--- src/rtl/ktop_burst_pkg.sv ---
// ktop_burst_pkg: shared types and sizing helpers for the burst sequencer.
//   state_t        - sequencer FSM states
//   LP_*           - geometry for the default configuration
//   cnt_width()    - bits needed to hold 0..max_val inclusive
package ktop_burst_pkg;

  typedef enum logic [1:0] {IDLE, ISSUE, DRAIN, DONE} state_t;

  localparam int C_BYTES_PER_BEAT_DEF  = 64;
  localparam int C_BURST_LEN_DEF       = 64;
  localparam int C_MAX_OUTSTANDING_DEF = 16;

  localparam int LP_BEAT_SHIFT  = $clog2(C_BYTES_PER_BEAT_DEF);
  localparam int LP_BURST_BYTES = C_BURST_LEN_DEF * C_BYTES_PER_BEAT_DEF;

  function automatic int cnt_width(input int max_val);
    return (max_val < 1) ? 1 : $clog2(max_val + 1);
  endfunction

  localparam int LP_OUT_W = cnt_width(C_MAX_OUTSTANDING_DEF);

endpackage

--- src/rtl/ktop_burst_outstanding_cnt.sv ---
// ktop_burst_outstanding_cnt: saturating up/down count of in-flight bursts.
//   clk, rst      - clock, synchronous active-high reset
//   clken         - count enable
//   incr, decr    - burst issued / burst completed
//   cnt           - current count (0..MAX)
//   is_zero/full  - count == 0 / count == MAX
//   underflow     - decrement requested while empty (count held at 0)
module ktop_burst_outstanding_cnt
  import ktop_burst_pkg::*;
#(
  parameter int MAX = 16,
  parameter int W   = cnt_width(MAX)
) (
  input  logic         clk,
  input  logic         rst,
  input  logic         clken,
  input  logic         incr,
  input  logic         decr,
  output logic [W-1:0] cnt,
  output logic         is_zero,
  output logic         is_full,
  output logic         underflow
);

  assign is_zero   = (cnt == '0);
  assign is_full   = (cnt == W'(MAX));
  // An issue and a completion in the same cycle cancel, so only a lone
  // decrement against an empty counter is an underflow.
  assign underflow = clken & decr & ~incr & is_zero;

  always_ff @(posedge clk) begin
    if (rst) begin
      cnt <= '0;
    end else if (clken) begin
      if (incr && !decr && !is_full)      cnt <= cnt + 1'b1;
      else if (decr && !incr && !is_zero) cnt <= cnt - 1'b1;
    end
  end

endmodule

--- src/rtl/ktop_burst_sequencer.sv ---
// ktop_burst_sequencer: splits a kernel transfer into AXI-style bursts.
//   clk, rst                   - clock, synchronous active-high reset
//   ctrl_start                 - start pulse, taken only in IDLE
//   ctrl_addr_offset           - beat-aligned base byte address
//   ctrl_xfer_size_in_bytes    - transfer length in bytes
//   ctrl_done                  - one-cycle completion pulse
//   busy                       - start acceptance through ctrl_done
//   burst_valid/ready          - burst command handshake
//   burst_addr, burst_len      - burst start address, AXI len (beats-1)
//   burst_done                 - one pulse per completed burst
//   err                        - sticky: completion seen with none in flight
module ktop_burst_sequencer
  import ktop_burst_pkg::*;
#(
  parameter int C_ADDR_WIDTH      = 64,
  parameter int C_XFER_SIZE_WIDTH = 32,
  parameter int C_BYTES_PER_BEAT  = C_BYTES_PER_BEAT_DEF,
  parameter int C_BURST_LEN       = C_BURST_LEN_DEF,
  parameter int C_MAX_OUTSTANDING = C_MAX_OUTSTANDING_DEF
) (
  input  logic                         clk,
  input  logic                         rst,
  input  logic                         ctrl_start,
  input  logic [C_ADDR_WIDTH-1:0]      ctrl_addr_offset,
  input  logic [C_XFER_SIZE_WIDTH-1:0] ctrl_xfer_size_in_bytes,
  output logic                         ctrl_done,
  output logic                         busy,
  output logic                         burst_valid,
  input  logic                         burst_ready,
  output logic [C_ADDR_WIDTH-1:0]      burst_addr,
  output logic [7:0]                   burst_len,
  input  logic                         burst_done,
  output logic                         err
);

  localparam int BEAT_SHIFT = $clog2(C_BYTES_PER_BEAT);
  // One spare bit so the round-up add never truncates.
  localparam int BW         = C_XFER_SIZE_WIDTH + 1;
  localparam int OW         = cnt_width(C_MAX_OUTSTANDING);

  state_t                  state, state_nxt;
  logic [C_ADDR_WIDTH-1:0] addr_q;
  logic [BW-1:0]           remaining;
  logic [BW-1:0]           beats_in;
  logic [BW-1:0]           len_beats;
  logic [OW-1:0]           out_cnt;
  logic                    out_zero, out_full, out_underflow;
  logic                    start_acc, hs;

  assign beats_in  = ({1'b0, ctrl_xfer_size_in_bytes} + BW'(C_BYTES_PER_BEAT - 1)) >> BEAT_SHIFT;
  assign len_beats = (remaining > BW'(C_BURST_LEN)) ? BW'(C_BURST_LEN) : remaining;
  assign start_acc = (state == IDLE) & ctrl_start & ~rst;

  // Valid is a pure function of registered state; remaining/addr only move on
  // a handshake and the count can only fall while waiting, so the command
  // stays stable until accepted.
  assign burst_valid = (state == ISSUE) && (remaining != '0) && !out_full;
  assign hs          = burst_valid & burst_ready;
  assign burst_addr  = addr_q;
  assign burst_len   = (remaining == '0) ? 8'd0 : 8'(len_beats - 1'b1);
  assign ctrl_done   = (state == DONE);
  assign busy        = (state != IDLE) | start_acc;

  ktop_burst_outstanding_cnt #(.MAX(C_MAX_OUTSTANDING), .W(OW)) u_out_cnt (
    .clk       (clk),
    .rst       (rst),
    .clken     (1'b1),
    .incr      (hs),
    .decr      (burst_done),
    .cnt       (out_cnt),
    .is_zero   (out_zero),
    .is_full   (out_full),
    .underflow (out_underflow)
  );

  always_ff @(posedge clk) begin
    if (rst) state <= IDLE;
    else     state <= state_nxt;
  end

  always_comb begin
    state_nxt = state;
    case (state)
      IDLE:    if (ctrl_start) state_nxt = (beats_in == '0) ? DONE : ISSUE;
      ISSUE:   if (hs && (remaining == len_beats)) state_nxt = DRAIN;
      DRAIN:   if (out_zero) state_nxt = DONE;
      DONE:    state_nxt = IDLE;
      default: state_nxt = IDLE;
    endcase
  end

  always_ff @(posedge clk) begin
    if (rst) begin
      addr_q    <= '0;
      remaining <= '0;
      err       <= 1'b0;
    end else begin
      if (start_acc) begin
        addr_q    <= ctrl_addr_offset;
        remaining <= beats_in;
      end else if (hs) begin
        addr_q    <= addr_q + (C_ADDR_WIDTH'(len_beats) << BEAT_SHIFT);
        remaining <= remaining - len_beats;
      end
      // A stray completion is the later event, so it wins over the clear.
      if (out_underflow)  err <= 1'b1;
      else if (start_acc) err <= 1'b0;
    end
  end

endmodule
--- config.mk ---
export PLATFORM = sky130hd
export DESIGN_NAME = ktop_burst_sequencer
export DESIGN_NICKNAME = d
export VERILOG_FILES = /design/src/rtl/ktop_burst_pkg.sv /design/src/rtl/ktop_burst_outstanding_cnt.sv /design/src/rtl/ktop_burst_sequencer.sv
export SDC_FILE = /design/constraint.sdc
export NUM_CORES = 1
export LEC_CHECK = 0
export ABC_CLOCK_PERIOD_IN_PS = 3900
export CAP_MARGIN = 20
export CORE_MARGIN = 2
export CORE_UTILIZATION = 25
export CTS_CLUSTER_SIZE = 30
export DETAILED_ROUTE_END_ITERATION = 7
export PLACE_DENSITY_LB_ADDON = 0.08
export SLEW_MARGIN = 20
export SYNTH_ARGS = -nofsm -noshare
export SYNTH_HDL_FRONTEND = slang
export SYNTH_HIERARCHICAL = 1
export SYNTH_SLANG_ARGS = --single-unit
--- constraint.sdc ---
create_clock -name clk -period 3.9 [get_ports clk]
set_input_delay 0.585 -clock clk [delete_from_list [all_inputs] [get_ports clk]]
set_output_delay 0.585 -clock clk [all_outputs]
set_load 0.005 [all_outputs]
Word-level counts from Yosys, hierarchy flattened
Cells that the tools add are included.
- word-level logic and storage cells: 66
- output and inout port bits: 76
- bits in registers: 105
- eq/ne operators: 8
- bitwise logic cells: 8
- reductions and logical operators: 22
- order comparisons: 1
- mux-type cells: 15
- add/sub/neg operators: 6
- operators with widths (operator ; number):
    2-to-1 mux 64 bit ; 2
    logical NOT 33 bit ; 2
    adder 64 x 39 -> 64 bit ; 1
    2-to-1 mux 27 bit ; 2
    adder 32 x 6 -> 33 bit, second input constant ; 1
    equality test 33 bit ; 1
    greater-than comparator 33 x 7 -> 1 bit, second input constant ; 1
    2-to-1 mux 33 bit ; 1
    nonzero test 33 bit ; 1
    subtractor 33 bit ; 1
    2-to-1 mux 5 bit ; 2
    2-to-1 mux 2 bit ; 4
    2-to-1 mux 8 bit ; 1
    one-hot mux 2 bit (4 select lines) ; 1
    nonzero test 2 bit ; 4
    subtractor 8 x 1 -> 8 bit, second input constant ; 1
    logical AND 1 bit ; 7
    adder 5 x 1 -> 5 bit, second input constant ; 1
    bitwise AND 1 bit ; 5
    equality test 5 bit, second input constant ; 1
    logical NOT 5 bit ; 1
    subtractor 5 x 1 -> 5 bit, second input constant ; 1
    equality test 2 bit, second input constant ; 2
    logical NOT 1 bit ; 4
    other kinds (9) ; 12

Depth between registers and ports, before layout
Gate-level depths: netlist (run 1).
- depth in word-level cells: 9
- depth in mapped cells: 17

Modules after synthesis
Netlist (run 1), hierarchy kept.
- by module, submodules not included (module ; times used ; area an instance (um2) ; cells an instance):
    ktop_burst_sequencer ; 1 ; 7677.4 ; 1035
    ktop_burst_outstanding_cnt ; 1 ; 392.9 ; 39

Worst setup path after synthesis (run 1)
OpenSTA, ideal clock, no wires.
- path kind: reg-to-reg
- start: reg remaining[7]
- end: reg addr_q[36] (netlist: burst_addr[36])
- clock period less this slack: 4.128 ns
- buffers on the path: 1
- path slack: -0.228 ns
- stages on the path, launching flop included: 16
- arrival time: 4.036 ns
- required time: 3.808 ns
- cells stage by stage: dfxtp_1 -> nor4_2 -> or3b_4 -> a2111oi_4 -> clkbuf_1 -> and2_1 -> ha_1 -> fa_1 -> a21oi_1 -> nand4b_1 -> a21oi_1 -> o21ai_1 -> a2111oi_0 -> o2111ai_1 -> and3_1 -> o32ai_1
- longest elaborated chain between the ends: 5
- elaborated cells on any way between the ends: 10
- RTL lines (what ; line ; source):
    start: declaration ; ktop_burst_sequencer.sv:43 ; logic [BW-1:0] remaining;
    start signal: assignment ; ktop_burst_sequencer.sv:100 ; remaining <= beats_in;
    start signal: assignment ; ktop_burst_sequencer.sv:103 ; remaining <= remaining - len_beats;
    greater-than comparator 33 x 7 -> 1 bit or nonzero test 33 bit (tied branches) ; ktop_burst_sequencer.sv:51, ktop_burst_sequencer.sv:57 ;
    2-to-1 mux 33 bit or logical AND 1 bit (tied branches) ; ktop_burst_sequencer.sv:51, ktop_burst_sequencer.sv:57 ;
    adder 64 x 39 -> 64 bit or logical AND 1 bit (tied branches) ; ktop_burst_sequencer.sv:102, ktop_burst_sequencer.sv:57 ;
    2-to-1 mux 64 bit or bitwise AND 1 bit (tied branches) ; ktop_burst_sequencer.sv:101, ktop_burst_sequencer.sv:58 ;
    2-to-1 mux 64 bit or nonzero test 2 bit (tied branches) ; n/a ;
    end signal: assignment ; ktop_burst_sequencer.sv:99 ; addr_q <= ctrl_addr_offset;
    end signal: assignment ; ktop_burst_sequencer.sv:102 ; addr_q <= addr_q + (C_ADDR_WIDTH'(len_beats) << BEAT_SHIFT);
    end: declaration ; ktop_burst_sequencer.sv:42 ; logic [C_ADDR_WIDTH-1:0] addr_q;
Parallel ways exist; a longest one is shown, timed or not. The select of a mux whose other input is x is not followed.
A chain may end at the register's enable or synchronous reset.

Worst setup path in the final report (run 1)
- start: reg remaining[32]
- end: reg addr_q[62] (netlist: burst_addr[62])
Same word-level chain as after synthesis.

==> run summary, run 1 <==
Met3 Wirelength -> 868 um
Fin crit share -> 0.9717
TritonCTS clock tree -> built
Total core area -> 31,640 sq um
Worst path required time -> 4.18 ns
Minimum clock period after layout -> 3.790 ns
H-tree depth -> 3
Synth Cell Area -> 8070 sq um
Critical Path Start Type -> flop
Area Growth Syn to Fin -> 42.87%
FP Rows -> 65
Crit path DAT -> 4.07 ns
Die area -> 33,730 sq um
Netlist cell types -> 71
Final Max Tran Viols -> 0
Final Hold Viols -> 0
Max Cap Viol -> 0
CTS Buf Count -> 9
Synth async-reset ratio -> 0
Top sig layer -> met4
CP max stage cell -> or3b_4
IO Port Bufs -> 175
Worst hold path endpoint -> burst_addr[1]
Reg2reg path depth -> 17
Drt first-iter violations -> 339
Worst setup EP type -> flop
Worst Max-Slew Pin Slew -> 0.8524 ns
WL met1 -> 13.98 mm
Multi-input gate area -> 6115 sq um
DRC -> 0
R2r startpoint -> remaining[32]
Largest cells by area after synthesis -> dfxtp_1, ha_1, xnor2_1, nand2_1, a21oi_1
DRT Wirelength -> 28.69 mm
Share of cells above drive strength 1 -> 0.1407
Clock-pin slew on the worst setup and hold paths -> 0.09 ns
Final Core Density -> 0.3644
CP Class -> flop to flop
Most common cell in the netlist -> nand2_1
Placer's final routability congestion estimate -> 0.8069
Most used cell, CP -> buf_4
Fmax -> 263.9 MHz
# setup viols final -> 0
Hold Path Origin -> burst_addr[1]
CTS Root Cell -> clkbuf_16
Slew margin rel. -> 0.4274
Die height -> 183.7 um
R2R setup slack -> 0.11 ns
Cell family with most CP delay -> simple AND/OR/NAND/NOR gates
I/O Pins -> 177
Status -> completed
CP startpoint -> remaining[32]
Gr usage total -> 0.1692
NumNets Final -> 1,463
Count of warnings emitted by yosys -> 6
Post-synth EDFFs -> 0
Area leader, netlist -> dfxtp_1
Fillers -> 3,336
First-pass GRT wire length -> 45.89 mm
Static leakage -> 4.332 nW
Crit-path max FO -> 7
Metal2 WL -> 13.59 mm
Vias in the first global route -> 8,519
Post-Layout Cell Count -> 1,724
Hold crit path type -> flop to flop
Initial antenna violation count -> 0
Register area share after synthesis -> 0.2605
End of the worst register-to-register path -> burst_addr[62]
Worst path max stage delay -> 0.41 ns
Most used flip-flop cell after synthesis -> dfxtp_1
Die X -> 183.7 um
Max IR drop VDD -> 0.2358 mV
Post-synth top area share -> 0.2605
Drt pass-1 iters -> 4
Worst Hold Depth -> 2
Flop and latch count out of synthesis -> 105
Worst skew pair latency -> 0.37 ns
Total global routing overflow -> 0
Routed len/inst -> 16.64 um
Pin count of the biggest net entering global routing -> 57
Number of buffers and inverters on the critical path -> 3
Max Buffers Root-to-Sink -> 2
RSZ-0062 raised after global routing -> true
Hold Slack -> 0.4622 ns
Initial Util -> 0.2551
Final HPWL DP -> 21.70 mm
Routed vias/inst -> 4.930
Hold buffer count at cts -> 0
Avg Inst Size Synth -> 7.514 sq um
# clock sinks -> 105
Pwr/cell area -> 425.0 nW/um^2
Dpl cells -> 1,696
CP Cell Sequence -> or3_4 > or3b_4 > a2111oi_4 > buf_4 > and2_4 > ha_4 > fa_2 > a21oi_2 > nand4b_1 > buf_4 > a211oi_4 > o31ai_4 > a31oi_4 > buf_6 > o2111ai_1 > xor2_1 > a211oi_1
Vias -> 8,499
Antenna violation net count after detailed routing -> 0
Top cells by instance count after synthesis -> nand2_1, nor2_1, dfxtp_1, a21oi_1, o21ai_0
Mapped Cells -> 1,074
Antenna cell count -> 0
Skew final -> 0.01874 ns
Seq. cell area -> 2106 sq um
[repair_timing]
action	4_1_cts	5_1_grt
gates resized for setup	34	40
endpoints found under the setup margin	38	39
gates cloned	1	0
setup buffers	6	6
pin swaps	22	32
[tightest hold or removal path: stages (launching register included)]
cell and delay, ns:
dfxtp_1 0.32, nand2_1 0.05, a21oi_1 0.05
[cells by family (layout without fill, tap and decap cells)]
group           after synthesis  after routing  share of synthesized area
buf+inv                      81            300                    0.04077
simple gates                420            420                     0.2550
fa+ha+maj                    45             45                    0.07163
flops                       105            105                     0.2605
compound gates              316            316                     0.2549
other cells                   2             31                  0.0009306
xor+xnor                    101            101                     0.1096
mux                           4              4                   0.006666
[placed cells by master (no fill, tap or decap), drive strengths merged, types with 4 or more instances in the layout]
cell type / Yosys / layout
o22ai: 5 / 5
o2111ai: 9 / 9
and2: 10 / 10
a221o: 4 / 4
a311oi: 15 / 15
o211ai: 13 / 13
or4: 6 / 6
a22oi: 4 / 4
buf: 15 / 91
nand2: 122 / 122
nand4: 21 / 21
nor4: 22 / 22
a21oi: 91 / 91
or3: 9 / 9
and3: 14 / 14
clkinv: 1 / 4
ha: 43 / 43
a2111oi: 5 / 5
conb: 2 / 31
inv: 18 / 21
o31ai: 5 / 5
o21ai: 70 / 70
or2: 10 / 10
xor2: 47 / 47
a211oi: 32 / 32
nand3b: 5 / 5
nor3: 24 / 24
dfxtp: 105 / 105
xnor2: 54 / 54
and4: 6 / 6
clkdlybuf4s50: 0 / 170
nor2: 118 / 118
a21o: 21 / 21
a31oi: 18 / 18
nand3: 28 / 28
clkbuf: 47 / 9
o21bai: 5 / 5
nor2b: 8 / 8
nand2b: 6 / 6
[per-stage QoR]
step	setup WS, ns	instance area, sq um	power [W]	TNS [ns]
after floorplan	-0.04460	8234	0.002870	-0.08905
after global placement	-0.1524	10820	0.003835	-1.966
after detailed placement	-0.2227	10820	0.003832	-3.564
after CTS	0.01310	11290	0.004866	0
after global routing	-0.1468	11530	0.005289	-1.218
final	0.1103	11530	0.004901	0
[final cells by class]
| cell class | instances | area share |
|---|---|---|
| clock buffers | 9 | 0.01953 |
| inverters | 19 | 0.006186 |
| well taps | 402 | 0.04362 |
| clock inverters | 7 | 0.005317 |
| repair buffers | 265 | 0.2124 |
| flip-flops and latches | 105 | 0.1826 |
| multi-input cells | 917 | 0.5303 |
[sequential cells by signal, indices dropped and copies added, names as in the netlist]
signal	flops
burst_addr	64
remaining	33
u_out_cnt/cnt	5
state	2
err	1
[metal layers]
| layer | GRT usage | up-vias |
|---|---|---|
| met4 | 0.03360 | 0 |
| met2 | 0.2904 | 139 |
| li1 | - | 4383 |
| met1 | 0.2271 | 3965 |
| met5 | 0 | - |
| met3 | 0.02199 | 12 |
[report_power, final]
part / switching (W) / total (W) / internal (W)
Clock: 0.000494 / 0.000943 / 0.000448
Sequential: 0.000216 / 0.00149 / 0.00127
Combinational: 0.00131 / 0.00247 / 0.00116
[worst max-delay path by stage]
stage	end	depth (start not counted)
after global routing	burst_addr[52]	18
after global placement	burst_addr[57]	15
after CTS	burst_addr[62]	17
after floorplan	burst_addr[56]	16
after detailed placement	burst_addr[55]	15
final	burst_addr[62]	17
(Power assumes the default switching activity.)
==> inputs of run 2 (changes only) <==
--- a/config.mk
+++ b/config.mk
@@ -9,6 +9,7 @@
 export CAP_MARGIN = 20
 export CORE_MARGIN = 2
 export CORE_UTILIZATION = 25
+export CTS_BUF_LIST = sky130_fd_sc_hd__clkbuf_16
 export CTS_CLUSTER_SIZE = 30
 export DETAILED_ROUTE_END_ITERATION = 7
 export PLACE_DENSITY_LB_ADDON = 0.08
==> results of run 2 <==
No change in the layout: final DEF, timing and power equal those of run 1.
==> inputs of run 3 (changes only) <==
--- a/config.mk
+++ b/config.mk
@@ -12,6 +12,7 @@
 export CTS_BUF_LIST = sky130_fd_sc_hd__clkbuf_16
 export CTS_CLUSTER_SIZE = 30
 export DETAILED_ROUTE_END_ITERATION = 7
+export GPL_TIMING_DRIVEN = 0
 export PLACE_DENSITY_LB_ADDON = 0.08
 export SLEW_MARGIN = 20
 export SYNTH_ARGS = -nofsm -noshare
==> run 3 against run 2 <==
Net effect: the flow now finishes with violations (setup timing); total power grew 4.0%; cell count increased by 1.3%; clock power increased by 5.6%; fmax decreased by 4.2%; non-clock buffer count is 22 higher; clock-buffer cell count did not move; final area rose by 1.6%; combinational power grew 5%; critical path depth decreased by 1; sequential cell count unchanged; sequential share of layout area shrank 0.22 points; critical endpoint is now burst_addr[56].
==> run summary, run 3 (synthesis results as in run 1) <==
Status -> finished with violations
Failing checks -> setup timing
Pwr/cell area -> 435.3 nW/um^2 (+2.4%)
Multi-input gate area -> 6270 sq um (+2.5%)
Reg2reg path depth -> 16 (-1)
Worst Hold Depth -> 2 (unchanged)
Worst setup EP type -> flop
Crit-path max FO -> 10 (+3)
Fin crit share -> 1.014 (+0.04236)
# clock sinks -> 105 (unchanged)
Die area -> 33,730 sq um (unchanged)
Max IR drop VDD -> 0.2299 mV (-2.5%)
Area Growth Syn to Fin -> 45.13%
Die height -> 183.7 um (unchanged)
Vias in the first global route -> 8,740 (+2.6%)
Largest register FFs -> 64 (unchanged)
CP Class -> flop to flop
Worst path required time -> 4.19 ns (about the same)
Skew final -> 0.01911 ns (+0.0003669 ns)
Pre-CTS WS -> -0.9900 ns (-0.7673 ns)
Total global routing overflow -> 0 (unchanged)
Vias -> 8,825 (+3.8%)
Critical Path Start Type -> flop
Final HPWL DP -> 25.04 mm (+15%)
Final Core Density -> 0.3702 (+0.005774)
Final Hold Viols -> 0 (unchanged)
Fillers -> 3,402 (+2.0%)
Initial Util -> 0.2551 (unchanged)
Minimum clock period after layout -> 3.955 ns (+0.1652 ns)
Final Max Tran Viols -> 0 (unchanged)
R2r startpoint -> remaining[30]
DRC -> 0 (unchanged)
Hold crit path type -> flop to flop
RSZ-0062 raised after global routing -> true
Slew margin rel. -> 0.3246 (-0.1028)
Routed len/inst -> 18.78 um (+13%)
Initial antenna violation count -> 0 (unchanged)
Pin count of the biggest net entering global routing -> 22 (-61%)
Drt first-iter violations -> 475 (+40%)
Placer's final routability congestion estimate -> 0.8340 (+3.4%)
CP max stage cell -> or3b_4
CP Cell Sequence -> or3_4 > or3b_4 > a2111oi_4 > clkbuf_8 > and2_4 > ha_4 > fa_2 > a21oi_2 > nand4b_1 > a211oi_2 > o31ai_2 > a31oi_2 > buf_6 > o211ai_1 > xor2_1 > a211oi_1
Commonest cells after routing, fill and taps aside -> clkdlybuf4s50_1, nand2_1, nor2_1, dfxtp_1, a21oi_1
Share of cells above drive strength 1 -> 0.1399 (-0.0008150)
Worst skew pair latency -> 0.38 ns (about the same)
First-pass GRT wire length -> 50.27 mm (+9.6%)
Antenna cell count -> 0 (unchanged)
Worst path max stage delay -> 0.42 ns (about the same)
Most common cell after layout, fill and taps aside -> clkdlybuf4s50_1
FP Rows -> 65 (unchanged)
Seq. cell area -> 2113 sq um (+0.36%)
Hold Path Origin -> burst_addr[5]
CTS Root Cell -> clkbuf_16
Crit path DAT -> 4.25 ns (+0.18 ns)
DRT Wirelength -> 32.80 mm (+14%)
I/O Pins -> 177 (unchanged)
End of the worst register-to-register path -> burst_addr[56]
R2R setup slack -> -0.05 ns (-0.17 ns)
Die X -> 183.7 um (unchanged)
Worst hold path endpoint -> burst_addr[5]
Drt pass-1 iters -> 5 (+1)
Fmax -> 252.9 MHz (-4.2%)
Gr usage total -> 0.1929 (+0.02367)
Antenna violation net count after detailed routing -> 0 (unchanged)
IO Port Bufs -> 175 (unchanged)
Routed vias/inst -> 5.054 (+2.5%)
CTS Buf Count -> 9 (unchanged)
Total core area -> 31,640 sq um (unchanged)
Worst Max-Slew Pin Slew -> 1.013 ns (+0.1607 ns)
H-tree depth -> 3 (unchanged)
Hold Slack -> 0.4593 ns (-0.002939 ns)
NumNets Final -> 1,485 (+1.5%)
TritonCTS clock tree -> built
Max Buffers Root-to-Sink -> 2 (unchanged)
# setup viols final -> 9 (+9)
Final worst-path setup slack -> -0.05487 ns (-0.1652 ns)
Hold buffer count at cts -> 0 (unchanged)
Post-route setup TNS -> -0.2106 ns (-0.2106 ns)
Clock-pin slew on the worst setup and hold paths -> 0.09 ns (about the same)
Max Cap Viol -> 0 (unchanged)
Static leakage -> 4.281 nW (-1.2%)
## run 3: how the worst max path moves through the flow
stage / startpoint / to / slack, ns
floorplan: remaining[30] / burst_addr[56] / -0.04
global placement: burst_ready / u_out_cnt/cnt[4] / -0.94
detailed placement: burst_ready / u_out_cnt/cnt[4] / -0.99
CTS: remaining[30] / burst_addr[56] / -0.11
global route: remaining[7] / burst_addr[60] / -0.27
finish: remaining[30] / burst_addr[56] / -0.05
## run 3: timing repair
action,CTS,global route
buffers inserted,38,15
pin swaps,39,39
gates resized for setup,66,57
setup endpoints to repair,59,44
## run 3: area by class of cell
cell class,instances,area share
clock buffers,9,0.01923
plain buffers,59,0.02243
well taps,402,0.04294
repair buffers,228,0.1866
multi-input cells,917,0.5353
flip-flops and latches,105,0.1804
inverters,19,0.006303
clock inverters,7,0.006730
## run 3: critical path, delay by kind of cell (launching register included)
kind	cells	cell delay, ns
compound gates	7	1.34
simple gates	4	1.23
buf+inv	2	0.39
fa+ha+maj	2	0.35
flops	1	0.33
xor+xnor	1	0.22
## run 3: metrics by stage
step	power (W)	instance area [sq um]	std cells
final	0.005099	11710	1746
after global routing	0.005444	11710	1746
after CTS	0.004994	11360	1732
after detailed placement	0.003803	10490	1680
after global placement	0.003805	10490	1680
after floorplan	0.002870	8234	1103
## run 3: layer usage
layer | part of all wire | track usage | vias to the layer above
met5 | 0 | 0 | -
met4 | 0.013 | 0.04000 | 0
met3 | 0.040 | 0.03130 | 28
met2 | 0.47 | 0.3260 | 186
li1 | - | - | 4421
met1 | 0.47 | 0.2584 | 4190
## run 3: power by group
part | internal [W] | leakage [nW] | switching, W
clock network | 0.000460 | 0.148 | 0.000536
logic | 0.00115 | 3.26 | 0.00144
registers | 0.00127 | 0.870 | 0.000235
